[config.mk]
export PLATFORM = sky130hd
export DESIGN_NAME = memory_access_unit
export DESIGN_NICKNAME = d
export VERILOG_FILES = /design/src/rtl/memory_access_unit.sv
export SDC_FILE = /design/constraint.sdc
export NUM_CORES = 1
export LEC_CHECK = 0
export CORE_UTILIZATION = 39
export CTS_CLUSTER_SIZE = 28
export DETAILED_ROUTE_END_ITERATION = 8
export MAX_ROUTING_LAYER = met4
export PLACE_DENSITY = 0.78
export SETUP_SLACK_MARGIN = 0.5
export SLEW_MARGIN = 0
export SYNTH_ARGS = -nofsm -noshare
export SYNTH_HDL_FRONTEND = slang
export SYNTH_SLANG_ARGS = --single-unit
[constraint.sdc]
create_clock -name clk -period 2.9 [get_ports clk]
set_clock_uncertainty 0.2 [all_clocks]
set_input_delay 0.725 -clock clk [delete_from_list [all_inputs] [get_ports clk]]
set_output_delay 0.725 -clock clk [all_outputs]
set_load 0.02 [all_outputs]
[src/rtl/memory_access_unit.sv]
// Memory-stage data-bus master: word-aligned Avalon-style requests, byte-lane stores, formatted loads, pipeline stall.
// Optional misaligned-access trap is compiled in when MEMORY_ALIGN_CHECK_EN is defined.
module memory_access_unit #(
  parameter int READ_LATENCY = 1
) (
  input  logic        clk,
  input  logic        reset,
  input  logic        memory_read_memory,
  input  logic        memory_write_memory,
  input  logic [2:0]  load_store_type_memory,
  input  logic [31:0] ALU_output_memory,
  input  logic [31:0] write_data_memory,
  input  logic        external_stall,
  output logic [31:0] data_address,
  output logic        data_read,
  output logic        data_write,
  output logic [3:0]  data_byteenable,
  output logic [31:0] data_writedata,
  input  logic [31:0] data_readdata,
  input  logic        data_waitrequest,
  output logic [31:0] read_data_memory,
  output logic        memory_stall,
  output logic        address_error
);
  typedef enum logic [1:0] {IDLE, REQ, RDATA, DONE} state_t;
  localparam logic [2:0] LAT = 3'(READ_LATENCY);

  state_t      r_state;
  logic [2:0]  r_count;
  logic [31:0] r_capture;

  logic [1:0]  w_k;
  logic        w_misaligned, w_active, w_rd_req, w_wr_req, w_accept, w_data_cycle;
  logic [3:0]  w_store_be;
  logic [31:0] w_store_data, w_load_fmt;

  function automatic logic [31:0] format_load(input logic [31:0] word, input logic [31:0] rt,
                                              input logic [2:0] kind, input logic [1:0] k);
    logic [7:0]  b;
    logic [15:0] h;
    logic [4:0]  sl, sr;
    b  = word[{k, 3'b000} +: 8];
    h  = k[1] ? word[31:16] : word[15:0];
    sl = {~k, 3'b000};
    sr = {k, 3'b000};
    case (kind)
      3'b001:  format_load = {{24{b[7]}}, b};
      3'b010:  format_load = {24'd0, b};
      3'b011:  format_load = {{16{h[15]}}, h};
      3'b100:  format_load = {16'd0, h};
      3'b101:  format_load = (word << sl) | (rt & ~(32'hFFFF_FFFF << sl));
      3'b110:  format_load = (word >> sr) | (rt & ~(32'hFFFF_FFFF >> sr));
      default: format_load = word;
    endcase
  endfunction

  assign w_k = ALU_output_memory[1:0];

`ifdef MEMORY_ALIGN_CHECK_EN
  always_comb begin
    w_misaligned = 1'b0;
    case (load_store_type_memory)
      3'b000:         w_misaligned = (w_k != 2'b00);
      3'b011, 3'b100: w_misaligned = w_k[0];
      default:        w_misaligned = 1'b0;
    endcase
  end
`else
  assign w_misaligned = 1'b0;
`endif

  // Sub-word stores replicate the datum on every lane; byte enables pick the live lane(s).
  always_comb begin
    w_store_be   = 4'b1111;
    w_store_data = write_data_memory;
    case (load_store_type_memory)
      3'b001, 3'b010: begin
        w_store_be   = 4'b0001 << w_k;
        w_store_data = {4{write_data_memory[7:0]}};
      end
      3'b011, 3'b100: begin
        w_store_be   = w_k[1] ? 4'b1100 : 4'b0011;
        w_store_data = {2{write_data_memory[15:0]}};
      end
      default: ;
    endcase
  end

  // Requests are gated by reset so the bus sees nothing in the reset cycle itself.
  assign w_active     = (r_state == IDLE) || (r_state == REQ);
  assign w_rd_req     = w_active && memory_read_memory && !w_misaligned && !reset;
  assign w_wr_req     = w_active && memory_write_memory && !memory_read_memory && !w_misaligned && !reset;
  assign w_accept     = !data_waitrequest;
  assign w_data_cycle = (r_state == RDATA) && (r_count == 3'd1);
  assign w_load_fmt   = format_load(data_readdata, write_data_memory, load_store_type_memory, w_k);

  assign data_address     = (w_rd_req || w_wr_req) ? {ALU_output_memory[31:2], 2'b00} : 32'd0;
  assign data_read        = w_rd_req;
  assign data_write       = w_wr_req;
  assign data_byteenable  = w_rd_req ? 4'b1111 : (w_wr_req ? w_store_be : 4'b0000);
  assign data_writedata   = w_wr_req ? w_store_data : 32'd0;
  assign read_data_memory = w_data_cycle ? w_load_fmt : ((r_state == DONE) ? r_capture : 32'd0);
  assign memory_stall     = w_rd_req || (w_wr_req && !w_accept) || ((r_state == RDATA) && (r_count != 3'd1));
  assign address_error    = (r_state == IDLE) && (memory_read_memory || memory_write_memory)
                            && w_misaligned && !reset;

  always_ff @(posedge clk or posedge reset) begin
    if (reset) begin
      r_state   <= IDLE;
      r_count   <= 3'd0;
      r_capture <= 32'd0;
    end else begin
      case (r_state)
        IDLE, REQ: begin
          if (w_rd_req) begin
            if (w_accept) begin
              r_state <= RDATA;
              r_count <= LAT;
            end else begin
              r_state <= REQ;
            end
          end else if (w_wr_req) begin
            // An accepted write parks in DONE while the pipeline is held so it is not reissued.
            if (w_accept) r_state <= external_stall ? DONE : IDLE;
            else          r_state <= REQ;
          end else begin
            r_state <= IDLE;
          end
        end
        RDATA: begin
          if (r_count == 3'd1) begin
            r_count <= 3'd0;
            if (external_stall) begin
              r_capture <= w_load_fmt;
              r_state   <= DONE;
            end else begin
              r_state <= IDLE;
            end
          end else begin
            r_count <= r_count - 3'd1;
          end
        end
        DONE: begin
          if (!external_stall) r_state <= IDLE;
        end
        default: r_state <= IDLE;
      endcase
    end
  end

  a_no_read_and_write: assert property (@(posedge clk) disable iff (reset)
    !(memory_read_memory && memory_write_memory));
endmodule
==> flow_metrics.tcl, run 1 <==
set metrics [dict create \
    synth.area.top_cells "dfrtp_1, mux2i_1, nand2_1" \
    portBuffers 205 \
    gp_congestion 0.992 \
    synth_area_leader_cell "dfrtp_1" \
    yosys-top-cells-count "nand2_1, nor2_1, mux2i_1" \
    grt_max_degree 58 \
    synth-edff-count 0 \
    cts_buffers 5 \
    clockRootBuffer "clkbuf_16" \
    cts.sink_count 37 \
    die_y_um 112 \
    postCtsHoldBufs 0 \
    syn_area_per_cell_sq_um 7.23 \
    die_x_um 112 \
    synth_most_common_cell "nand2_1" \
    dp_cells 1131 \
    stop_stage "5_1_grt" \
    ys_warn_count 0 \
    worst_endpoint "read_data_memory[4]" \
    dp_hpwl_um 19800 \
    status "stopped before the end" \
    place_area_sq_um 9080 \
    rows 39 \
    start_util_pct 40.7 \
    netlist_area_sq_um 4750 \
    worst-ep-kind "primary output" \
    synth_cells 657 \
    synth.top_cell.area_share_pct 19.5 \
    pin_count 209 \
    yosysSeqAreaShare_pct 19.5 \
    htree_levels 2 \
    ys_ff_latch 37 \
    synthFlopType "dfrtp_1" \
    ys_types 54 \
    async_flop_share_pct 100 \
    clock_path_buffers 2 \
    tool.error "[ERROR DPL-0038] Utilization greater than 100%, impossible to legalize" \
]
-- metrics by stage --
stage / TNS, ps / worst slack [ps]
4_1_cts: -14700 / -350
3_5_place_dp: -94290 / -1300
3_3_place_gp: -91360 / -1290
2_1_floorplan: -3320 / -142
-- kinds of logic after synthesis --
| group | share of synthesized area, % |
|---|---|
| simple gates | 24.6 |
| compound gates | 29.6 |
| mux | 18.4 |
| buf+inv | 7.16 |
| flops | 19.5 |
| fa+ha+maj | 0.527 |
| other cells | 0.0789 |
| xor+xnor | 0.184 |
-- repair_timing --
action                                  in CTS
setup buffers                               65
cloned                                      13
resized for setup                          891
endpoints found under the setup margin     133
pin swaps                                   93
==> run 2: changes to the inputs <==
==> config.mk (replaced) <==
export PLATFORM = sky130hd
export DESIGN_NAME = memory_access_unit
export DESIGN_NICKNAME = d
export VERILOG_FILES = /design/src/rtl/memory_access_unit.sv
export SDC_FILE = /design/constraint.sdc
export NUM_CORES = 1
export LEC_CHECK = 0
export CORE_UTILIZATION = 25
export DETAILED_ROUTE_END_ITERATION = 8
export PLACE_DENSITY_LB_ADDON = 0.15
export SLEW_MARGIN = 0
export SYNTH_ARGS = -nofsm -noshare
export SYNTH_HDL_FRONTEND = slang
export SYNTH_SLANG_ARGS = --single-unit
==> constraint.sdc (replaced) <==
create_clock -name clk -period 3.8 [get_ports clk]
set_clock_uncertainty 0.2 [all_clocks]
set_input_delay 0.95 -clock clk [delete_from_list [all_inputs] [get_ports clk]]
set_output_delay 0.95 -clock clk [all_outputs]
set_load 0.02 [all_outputs]
==> run 2 against run 1 <==
  * The run now ends clean
  * Area after synthesis unchanged
  * Synthesized cell count unchanged
==> flow_metrics.tcl, run 2 <==
set metrics [dict create \
    hold-path-endpoint "r_capture[12]$_DFFE_PP0P_" \
    synth_cells 657 \
    fin_nets 1110 \
    crit_type "in -> out" \
    drive_gt1_share_pct 34.5 \
    cp_slowest_stage_delay_ps 540 \
    hold_path_depth 2 \
    ys_warn_count 0 \
    async_flop_share_pct 100 \
    largest_registers "r_capture: 32 flops, r_count: 3 flops, r_state: 2 flops" \
    tns_ps 0 \
    syn_area_per_cell_sq_um 7.23 \
    internal_power_mw 1.69 \
    hold_viol_final 0 \
    yosys-top-cells-count "nand2_1, nor2_1, mux2i_1" \
    drt-initial-drc-count 546 \
    drv_slew 0 \
    area_growth_pct 86.0 \
    die_area_sq_um 19600 \
    fin_crit_sh_pct 99.4 \
    p_clk_share_pct 17.2 \
    ff2ff_path_depth 7 \
    worst_pin_slew_ps 545 \
    reg2reg_from "r_count[1]$_DFFE_PP0P_" \
    synth_most_common_cell "nand2_1" \
    leakage_nw 4.25 \
    grt_max_degree 56 \
    setup_viol 0 \
    antenna_found_initial 0 \
    clock_path_buffers 2 \
    p_sw_mw 1.25 \
    dp_hpwl_um 18100 \
    peakVddDrop_mv 0.174 \
    final_core_util_pct 47.4 \
    final_antenna_net_count 0 \
    n_antenna_cell 0 \
    yosysSeqAreaShare_pct 19.5 \
    reg2reg_setup_slack_ps 1450 \
    clockRootBuffer "clkbuf_16" \
    status "complete, no violations" \
    vias 6549 \
    routed_wl_um 23700 \
    dr.pass1.iters 9 \
    hold_class "reg -> reg" \
    synth.top_cell.area_share_pct 19.5 \
    path_max_fanout 3 \
    grt_pass1_wl_um 35100 \
    cts.sink_count 37 \
    critPathLaunchType "input pin" \
    track_usage_pct 23.2 \
    layout_commonest_cell "buf_4" \
    n_fill_cell 1897 \
    gr-total-overflow 0 \
    synth_area_leader_cell "dfrtp_1" \
    gp_congestion 0.948 \
    fmax_ghz 0.265 \
    power_frac_seq_pct 23.0 \
    setup_ws_ps 23.9 \
    core_sq_um 18600 \
    p_sw_share_pct 42.4 \
    p_per_area_nw_per_um2 332 \
    htree_levels 2 \
    totalPowerFinal_mw 2.93 \
    slew_headroom_pct 63.7 \
    dp_worst_setup_slack_ps -1120 \
    die_y_um 140 \
    cp_cell_sequence "clkdlybuf4s50_1, mux2i_1, mux2i_1, a221o_1, nor2_2, o31ai_2, buf_4" \
    clkTransAtPathRegs_ps 60 \
    start_util_pct 25.5 \
    cap_violations 0 \
    cts_tree "built" \
    synth.area.top_cells "dfrtp_1, mux2i_1, nand2_1" \
    cts_buffers 5 \
    hold_start "r_capture[12]$_DFFE_PP0P_" \
    wire_per_inst_um 19.2 \
    rsz0062_at_grt "true" \
    clk_latency_ps 290 \
    post-route-min-period_ps 3780 \
    critPathMostFrequentCell "mux2i_1" \
    holdWs_ps 279 \
    pin_count 209 \
    ys_ff_latch 37 \
    mostFrequentLayoutCells "buf_4, nand2_1, clkdlybuf4s50_1" \
    cp_slowest_cell "clkdlybuf4s50_1" \
    worstPathRequired_ps 2650 \
    rows 50 \
    largest_reg_flops 32 \
    die_x_um 140 \
    portBuffers 205 \
    routed_via_density 5.29 \
    synthFlopType "dfrtp_1" \
    synth-edff-count 0 \
    ys_types 54 \
    first_global_vias 6231 \
    regMostFlops "r_capture" \
    netlist_area_sq_um 4750 \
    crit_arrival_ps 2630 \
    combPwrFrac_pct 59.7 \
    postCtsHoldBufs 0 \
    r2r-end "r_capture[3]$_DFFE_PP0P_" \
    drcViolationCount 0 \
    end_kind "primary output" \
]
==> run 2: cell counts after synthesis <==
Identical to the previous run, type by type.
==> run 2: power groups by stage <==
| stage | combinational [mW] | clock (mW) | sequential (mW) |
|---|---|---|---|
| 5_1_grt | 1.89 | 0.531 | 0.697 |
| 4_1_cts | 1.71 | 0.514 | 0.675 |
| 6_report | 1.75 | 0.505 | 0.676 |
| 3_3_place_gp | 1.74 | 0 | 0.673 |
| 3_5_place_dp | 1.74 | 0 | 0.680 |
| 2_1_floorplan | 0.927 | 0 | 0.654 |
==> run 2: cell type report <==
cell class                      count  area [sq um]  area share, %
Clock buffer                        5           125           1.42
Timing Repair Buffer              397          3480           39.4
Inverter                           14          60.1          0.680
Multi-Input combinational cell    548          3910           44.2
Sequential cell                    37           926           10.5
Tap cell                          234           293           3.31
Clock inverter                      3          46.3          0.524
==> run 2: worst max-delay path by stage <==
stage                         startpoint                   end  slack, ps  cells after the start
4_1_cts                 data_readdata[8]   read_data_memory[8]          4                      8
2_1_floorplan       ALU_output_memory[0]  read_data_memory[30]         30                      7
6_report            write_data_memory[9]   read_data_memory[9]         20                      7
5_1_grt             ALU_output_memory[1]   read_data_memory[6]        -10                      9
3_5_place_dp           data_readdata[31]  read_data_memory[31]      -1120                      8
3_3_place_gp   load_store_type_memory[1]  read_data_memory[31]      -1090                      9
==> run 2: layer usage <==
| metal | share of wire (%) | vias to the layer above | track usage, % |
|---|---|---|---|
| li1 | - | 3082 | - |
| met1 | 44 | 3128 | 30.3 |
| met2 | 47 | 289 | 38.6 |
| met3 | 5.8 | 50 | 3.72 |
| met4 | 3.5 | 0 | 7.81 |
| met5 | 0 | - | 0 |
==> run 2: kinds of logic (layout without fill, tap and decap cells) <==
| family | Yosys count | count (layout) | share of synthesized area [%] |
|---|---|---|---|
| xor+xnor | 1 | 1 | 0.184 |
| compound gates | 199 | 199 | 29.6 |
| mux | 83 | 83 | 18.4 |
| fa+ha+maj | 2 | 2 | 0.527 |
| simple gates | 260 | 260 | 24.6 |
| buf+inv | 74 | 419 | 7.16 |
| other cells | 1 | 3 | 0.0789 |
| flops | 37 | 37 | 19.5 |
==> run 2: what timing repair did <==
item,CTS,global route
pin swaps,31,17
gates resized for setup,354,74
cloned,2,0
buffers inserted,16,14
hold endpoints to repair,0,0
setup endpoints to repair,99,46
==> run 2: per-stage QoR <==
stage	std cells	instance area (sq um)
after floorplan	659	4760
after global placement	1201	8100
after detailed placement	1201	8100
after CTS	1226	8550
after global routing	1238	8840
final	1238	8840
==> run 2: worst max-delay path: cells and delay by family <==
family / cells / cell delay, ps
AOI/OAI and AO/OA: 2 / 480
buffers and inverters: 2 / 710
muxes: 2 / 300
and+or+nand+nor: 1 / 170
Note: power is estimated with default switching activity, not from simulation.
==> run 3: changes to the inputs <==
--- a/config.mk
+++ b/config.mk
@@ -6,6 +6,7 @@
 export NUM_CORES = 1
 export LEC_CHECK = 0
 export CORE_UTILIZATION = 25
+export CTS_CLUSTER_DIAMETER = 120
 export DETAILED_ROUTE_END_ITERATION = 8
 export PLACE_DENSITY_LB_ADDON = 0.15
 export SLEW_MARGIN = 0
==> results of run 3 <==
Final layout, timing and power as in run 2 (identical DEF).
